--- src/rtl/ddr_port_arbiter.sv ---
// rtl/ddr_port_arbiter.sv - two-master arbiter for one MIG user command port
// Grants one transaction at a time, issues one command per grant, holds until done or watchdog.
module ddr_port_arbiter #(
  parameter int ADDR_W = 30,
  parameter int TO_W   = 16
) (
  input  logic              sys_clk,
  input  logic              sys_rst,
  input  logic              calib_done,
  input  logic              m0_req,
  input  logic              m0_urgent,
  input  logic              m0_wr,
  input  logic [ADDR_W-1:0] m0_addr,
  input  logic [5:0]        m0_bl,
  input  logic              m0_done,
  output logic              m0_gnt,
  input  logic              m1_req,
  input  logic              m1_wr,
  input  logic [ADDR_W-1:0] m1_addr,
  input  logic [5:0]        m1_bl,
  input  logic              m1_done,
  output logic              m1_gnt,
  output logic              cmd_en,
  output logic [2:0]        cmd_instr,
  output logic [5:0]        cmd_bl,
  output logic [ADDR_W-1:0] cmd_byte_addr,
  input  logic              cmd_full,
  output logic              busy,
  output logic              timeout_err
);

  typedef enum logic [1:0] {WAIT_CAL, ARB, CMD, HOLD} state_t;

  state_t              state, state_nxt;
  logic                last_winner, last_winner_nxt;
  logic [TO_W-1:0]     watchdog, watchdog_nxt, watchdog_inc;
  logic                m0_gnt_nxt, m1_gnt_nxt, timeout_err_nxt;
  logic [2:0]          cmd_instr_nxt;
  logic [5:0]          cmd_bl_nxt;
  logic [ADDR_W-1:0]   cmd_byte_addr_nxt;
  logic                win0, win1, owner_done;

  // Urgent m0 overrides round-robin; last_winner only matters when both request.
  assign win0 = m0_req && (m0_urgent || !m1_req || last_winner);
  assign win1 = m1_req && !win0;
  assign owner_done = (m0_gnt && m0_done) || (m1_gnt && m1_done);
  assign watchdog_inc = watchdog + 1'b1;
  assign busy = (state != ARB);

  always_ff @(posedge sys_clk) begin
    if (sys_rst) begin
      state         <= WAIT_CAL;
      last_winner   <= 1'b1;
      watchdog      <= '0;
      m0_gnt        <= 1'b0;
      m1_gnt        <= 1'b0;
      timeout_err   <= 1'b0;
      cmd_instr     <= 3'b000;
      cmd_bl        <= 6'd0;
      cmd_byte_addr <= '0;
    end else begin
      state         <= state_nxt;
      last_winner   <= last_winner_nxt;
      watchdog      <= watchdog_nxt;
      m0_gnt        <= m0_gnt_nxt;
      m1_gnt        <= m1_gnt_nxt;
      timeout_err   <= timeout_err_nxt;
      cmd_instr     <= cmd_instr_nxt;
      cmd_bl        <= cmd_bl_nxt;
      cmd_byte_addr <= cmd_byte_addr_nxt;
    end
  end

  always_comb begin
    state_nxt         = state;
    last_winner_nxt   = last_winner;
    watchdog_nxt      = watchdog;
    m0_gnt_nxt        = m0_gnt;
    m1_gnt_nxt        = m1_gnt;
    timeout_err_nxt   = timeout_err;
    cmd_instr_nxt     = cmd_instr;
    cmd_bl_nxt        = cmd_bl;
    cmd_byte_addr_nxt = cmd_byte_addr;
    cmd_en            = 1'b0;
    case (state)
      WAIT_CAL: begin
        if (calib_done) state_nxt = ARB;
      end
      ARB: begin
        if (win0 || win1) begin
          cmd_instr_nxt     = (win0 ? m0_wr : m1_wr) ? 3'b000 : 3'b001;
          cmd_bl_nxt        = win0 ? m0_bl : m1_bl;
          cmd_byte_addr_nxt = win0 ? m0_addr : m1_addr;
          m0_gnt_nxt        = win0;
          m1_gnt_nxt        = win1;
          last_winner_nxt   = win1;
          watchdog_nxt      = '0;
          state_nxt         = CMD;
        end
      end
      CMD: begin
        cmd_en = !cmd_full;
        if (!cmd_full) state_nxt = HOLD;
      end
      HOLD: begin
        watchdog_nxt = watchdog_inc;
        if (owner_done || watchdog_inc == {TO_W{1'b1}}) begin
          if (!owner_done) timeout_err_nxt = 1'b1;
          m0_gnt_nxt   = 1'b0;
          m1_gnt_nxt   = 1'b0;
          watchdog_nxt = '0;
          state_nxt    = ARB;
        end
      end
      default: state_nxt = WAIT_CAL;
    endcase
    // Losing calibration aborts ownership from any state; an issued command stays issued.
    if (!calib_done) begin
      state_nxt    = WAIT_CAL;
      m0_gnt_nxt   = 1'b0;
      m1_gnt_nxt   = 1'b0;
      watchdog_nxt = '0;
    end
  end

endmodule

--- config.mk ---
export PLATFORM = sky130hd
export DESIGN_NAME = ddr_port_arbiter
export DESIGN_NICKNAME = d
export VERILOG_FILES = /design/src/rtl/ddr_port_arbiter.sv
export SDC_FILE = /design/constraint.sdc
export NUM_CORES = 1
export LEC_CHECK = 0
export CORE_ASPECT_RATIO = 1.25
export CORE_UTILIZATION = 43
export CTS_BUF_LIST = sky130_fd_sc_hd__clkbuf_4 sky130_fd_sc_hd__clkbuf_8 sky130_fd_sc_hd__clkbuf_16
export DETAILED_ROUTE_END_ITERATION = 6
export HOLD_SLACK_MARGIN = 0.02
export PLACE_DENSITY = 0.8
export SLEW_MARGIN = 20
export SYNTH_ARGS = -nofsm -noshare
export SYNTH_HDL_FRONTEND = slang
export SYNTH_SLANG_ARGS = --single-unit
--- constraint.sdc ---
create_clock -name sys_clk -period 2.9 [get_ports sys_clk]
set_input_delay 0.725 -clock sys_clk [delete_from_list [all_inputs] [get_ports sys_clk]]
set_output_delay 0.725 -clock sys_clk [all_outputs]
set_load 0.005 [all_outputs]
==> results.json <==
{
  "finish.instance_area_um2": 4667,
  "power_density_nw_per_um2": 454.7,
  "post_cts.repair.setup_buffers": 0,
  "power.static_leakage_nw": 1.673,
  "compound_gate_portion_of_the_synthesized_area": 0.1946,
  "synth-seq-area-share": 0.3851,
  "cts_tree": "built",
  "holdPathEnd": "m0_gnt",
  "io_buffer_count": 124,
  "timing.rr.start": "watchdog[1]",
  "ff_to_ff_setup_slack_ns": 0.14,
  "core_area_um2": 6934,
  "final_estimated_routing_congestion_in_global_placement": 0.8863,
  "run_status": "completed",
  "synth_top_area_share": 0.3851,
  "dp_cells": 553,
  "max_cap_viols": 0,
  "placedInstanceArea_um2": 4447,
  "grt_first_pass_wirelength_um": 14080,
  "synth.distinct_cells": 52,
  "worstHoldPathType": "reg -> reg",
  "layout.nets": 563,
  "vdd_ir_drop_max_v": 0.0002657,
  "synth-xor-area-share": 0.002856,
  "worst_skew_pair.late_latency_ns": 0.33,
  "timing.final.setup_violations": 0,
  "timing.critical_path.arrival_ns": 2.98,
  "first_global_vias": 2966,
  "syn_area_um2": 3067,
  "grt_antenna_before_repair": 0,
  "setup-tns-final_ns": 0,
  "layout.cells.most_common_list": "clkdlybuf4s50_1 (124), dfxtp_1 (59), nor2_1 (47)",
  "htreeDepth": 3,
  "clkSlewWorstSetupHoldPaths_ns": 0.07,
  "die_height_um": 96.42,
  "syn_to_final_growth_pct": 52.18,
  "n_antenna_cell": 0,
  "synthMuxAreaShare": 0.1277,
  "end_kind": "flip-flop",
  "ff2ff_path_depth": 8,
  "yosys-top-cells-area": "dfxtp_1 (39%), mux2i_1 (12%), a211oi_1 (9.3%), nor2_1 (5.9%), nand2_1 (2.9%)",
  "ys_dominant_reg_cell": "dfxtp_1",
  "remaining_antenna_violation_count": 0,
  "grt.total_usage": 0.2447,
  "drt-pass1-iter-count": 4,
  "async_flop_share": 0,
  "die-width_um": 77.54,
  "yosys_warnings": 0,
  "timing.hold.worst.start": "m0_gnt",
  "timing.final.crit_share": 0.9529,
  "final_cell_count_no_fill": 568,
  "worstPathMaxFanout": 13,
  "cts-hold-fix-buffers": 0,
  "clock_sinks": 59,
  "fin_skew_ns": 0.008083,
  "drcViolationCount": 0,
  "cts-root-buf": "clkbuf_8",
  "maxClockFrequency_ghz": 0.3619,
  "ys_ff_latch": 59,
  "synthAdderAreaFrac": 0.02448,
  "critical_path.startpoint_type": "flip-flop",
  "r2r_end": "watchdog[11]",
  "synth_edf_count": 0,
  "worst_setup_path_class": "reg -> reg",
  "place_hpwl_um": 6701,
  "cts-buffers-inserted": 9,
  "final_common_cell": "clkdlybuf4s50_1",
  "boundaryPins": 127,
  "initial_utilization": 0.4423,
  "finalHoldViolations": 0,
  "number_of_buffers_between_clock_root_and_the_deepest_sink": 2,
  "global_route.overflow_total": 0,
  "die_area_um2": 7476,
  "unrepaired_setup_endpoints_after_global_routing": "no",
  "pin_count_of_the_biggest_net_entering_global_routing": 74,
  "drt_iter0_drc": 159,
  "final_max_slew_viol_count": 0,
  "post_drt_via_cell_ratio": 5.389,
  "layout.core_utilization": 0.6730,
  "final_period_demand_of_the_worst_path_ns": 2.763,
  "via_count": 3061,
  "drt-total-wl_um": 8834,
  "dominant_combinational_cell_family_by_area_after_synthesis": "simple AND/OR/NAND/NOR gates",
  "synth-simple-area-share": 0.2134,
  "worstHoldPathCells": 2,
  "post_cts.resized_instances": 0,
  "share_of_cells_above_drive_strength_1": 0.08787,
  "post_synth_top_area_cell": "dfxtp_1",
  "rows": 34,
  "routedWlPerCell_um": 15.55,
  "required_ns": 3.12,
  "avgSynthCellArea_um2": 8.762,
  "synthCells": 350,
  "fin_worst_hold_slack_ns": 0.4795
}
-- cell families (layout without fill, tap and decap cells) --
kind of cell             count (synthesis)  after routing
AND/OR/NAND/NOR                        130            130
AO/OA/AOI/OAI                           79             79
flip-flops                              59             59
multiplexers                            39             39
buffers and inverters                   35            162
adder cells (fa/ha/maj)                  6              6
other                                    1              2
XOR/XNOR                                 1              1
-- stage by stage --
| stage | setup slack (ns) | total power [mW] |
|---|---|---|
| finish | 0.1365 | 2.122 |
| global route | 0.002825 | 2.210 |
| CTS | 0.1427 | 2.130 |
| detailed placement | 0.1670 | 1.291 |
| global placement | 0.2010 | 1.282 |
| floorplan | 0.3522 | 1.049 |
-- synth_stat cells, types with 2 or more instances --
cell / number
dfxtp_1: 59
nor2_1: 48
a211oi_1: 38
mux2i_1: 38
nand2_1: 24
clkbuf_1: 19
nand3_1: 14
a21oi_1: 10
o21ai_0: 9
inv_1: 8
o311ai_0: 7
or3_1: 7
ha_1: 6
nand4_1: 6
nor4_1: 5
buf_2: 4
nor3_1: 4
buf_4: 3
a22oi_1: 2
and4_1: 2
nand2b_1: 2
nand3_2: 2
or2_1: 2
or2b_1: 2
or4_1: 2
-- state kept, by name, summed over array words and instances, names as in the netlist --
signal / cells
cmd_byte_addr: 30
watchdog: 16
cmd_bl: 6
state: 2
cmd_instr: 1
last_winner: 1
m0_gnt: 1
m1_gnt: 1
timeout_err: 1
-- layout make-up --
| type | instances | area (µm²) |
|---|---|---|
| repair buffers | 139 | 1379 |
| fillers | 567 | 2267 |
| flip-flops and latches | 59 | 1181 |
| clock buffers | 13 | 160.2 |
| well taps | 90 | 112.6 |
| multi-input cells | 257 | 1744 |
| clock inverters | 2 | 60.06 |
| inverters | 8 | 30.03 |
-- how the worst max path moves through the flow --
stage | start | end | slack (ns) | cells after the start
floorplan | watchdog[0] | watchdog[10] | 0.35 | 9
global route | watchdog[1] | watchdog[11] | 0.003 | 8
detailed placement | m1_req | watchdog[14] | 0.17 | 7
CTS | watchdog[0] | watchdog[11] | 0.14 | 8
finish | watchdog[1] | watchdog[11] | 0.14 | 8
global placement | m1_req | watchdog[14] | 0.20 | 7
-- critical path, stage by stage, from the launching register on --
cell and delay, ns:
dfxtp_1 0.34, ha_1 0.31, nand3_4 0.14, or2_1 0.29, a2111o_1 0.49, a2111oi_2 0.47, or4_4 0.29, nor4_1 0.06
a221o_1 0.26
-- per-layer routing --
layer,GRT usage,vias up,wire length [µm]
li1,-,1535,-
met4,0.08491,0,102
met1,0.2639,1399,3439
met5,0,-,0
met3,0.09014,12,890
met2,0.4417,115,4402
-- power by group --
part | leakage (nW) | switching (mW) | internal, mW
registers | 0.481 | 0.0243 | 0.854
clock network | 0.114 | 0.317 | 0.532
logic | 1.08 | 0.150 | 0.245
total | 1.67 | 0.491 | 1.63
(Power assumes the default switching activity.)
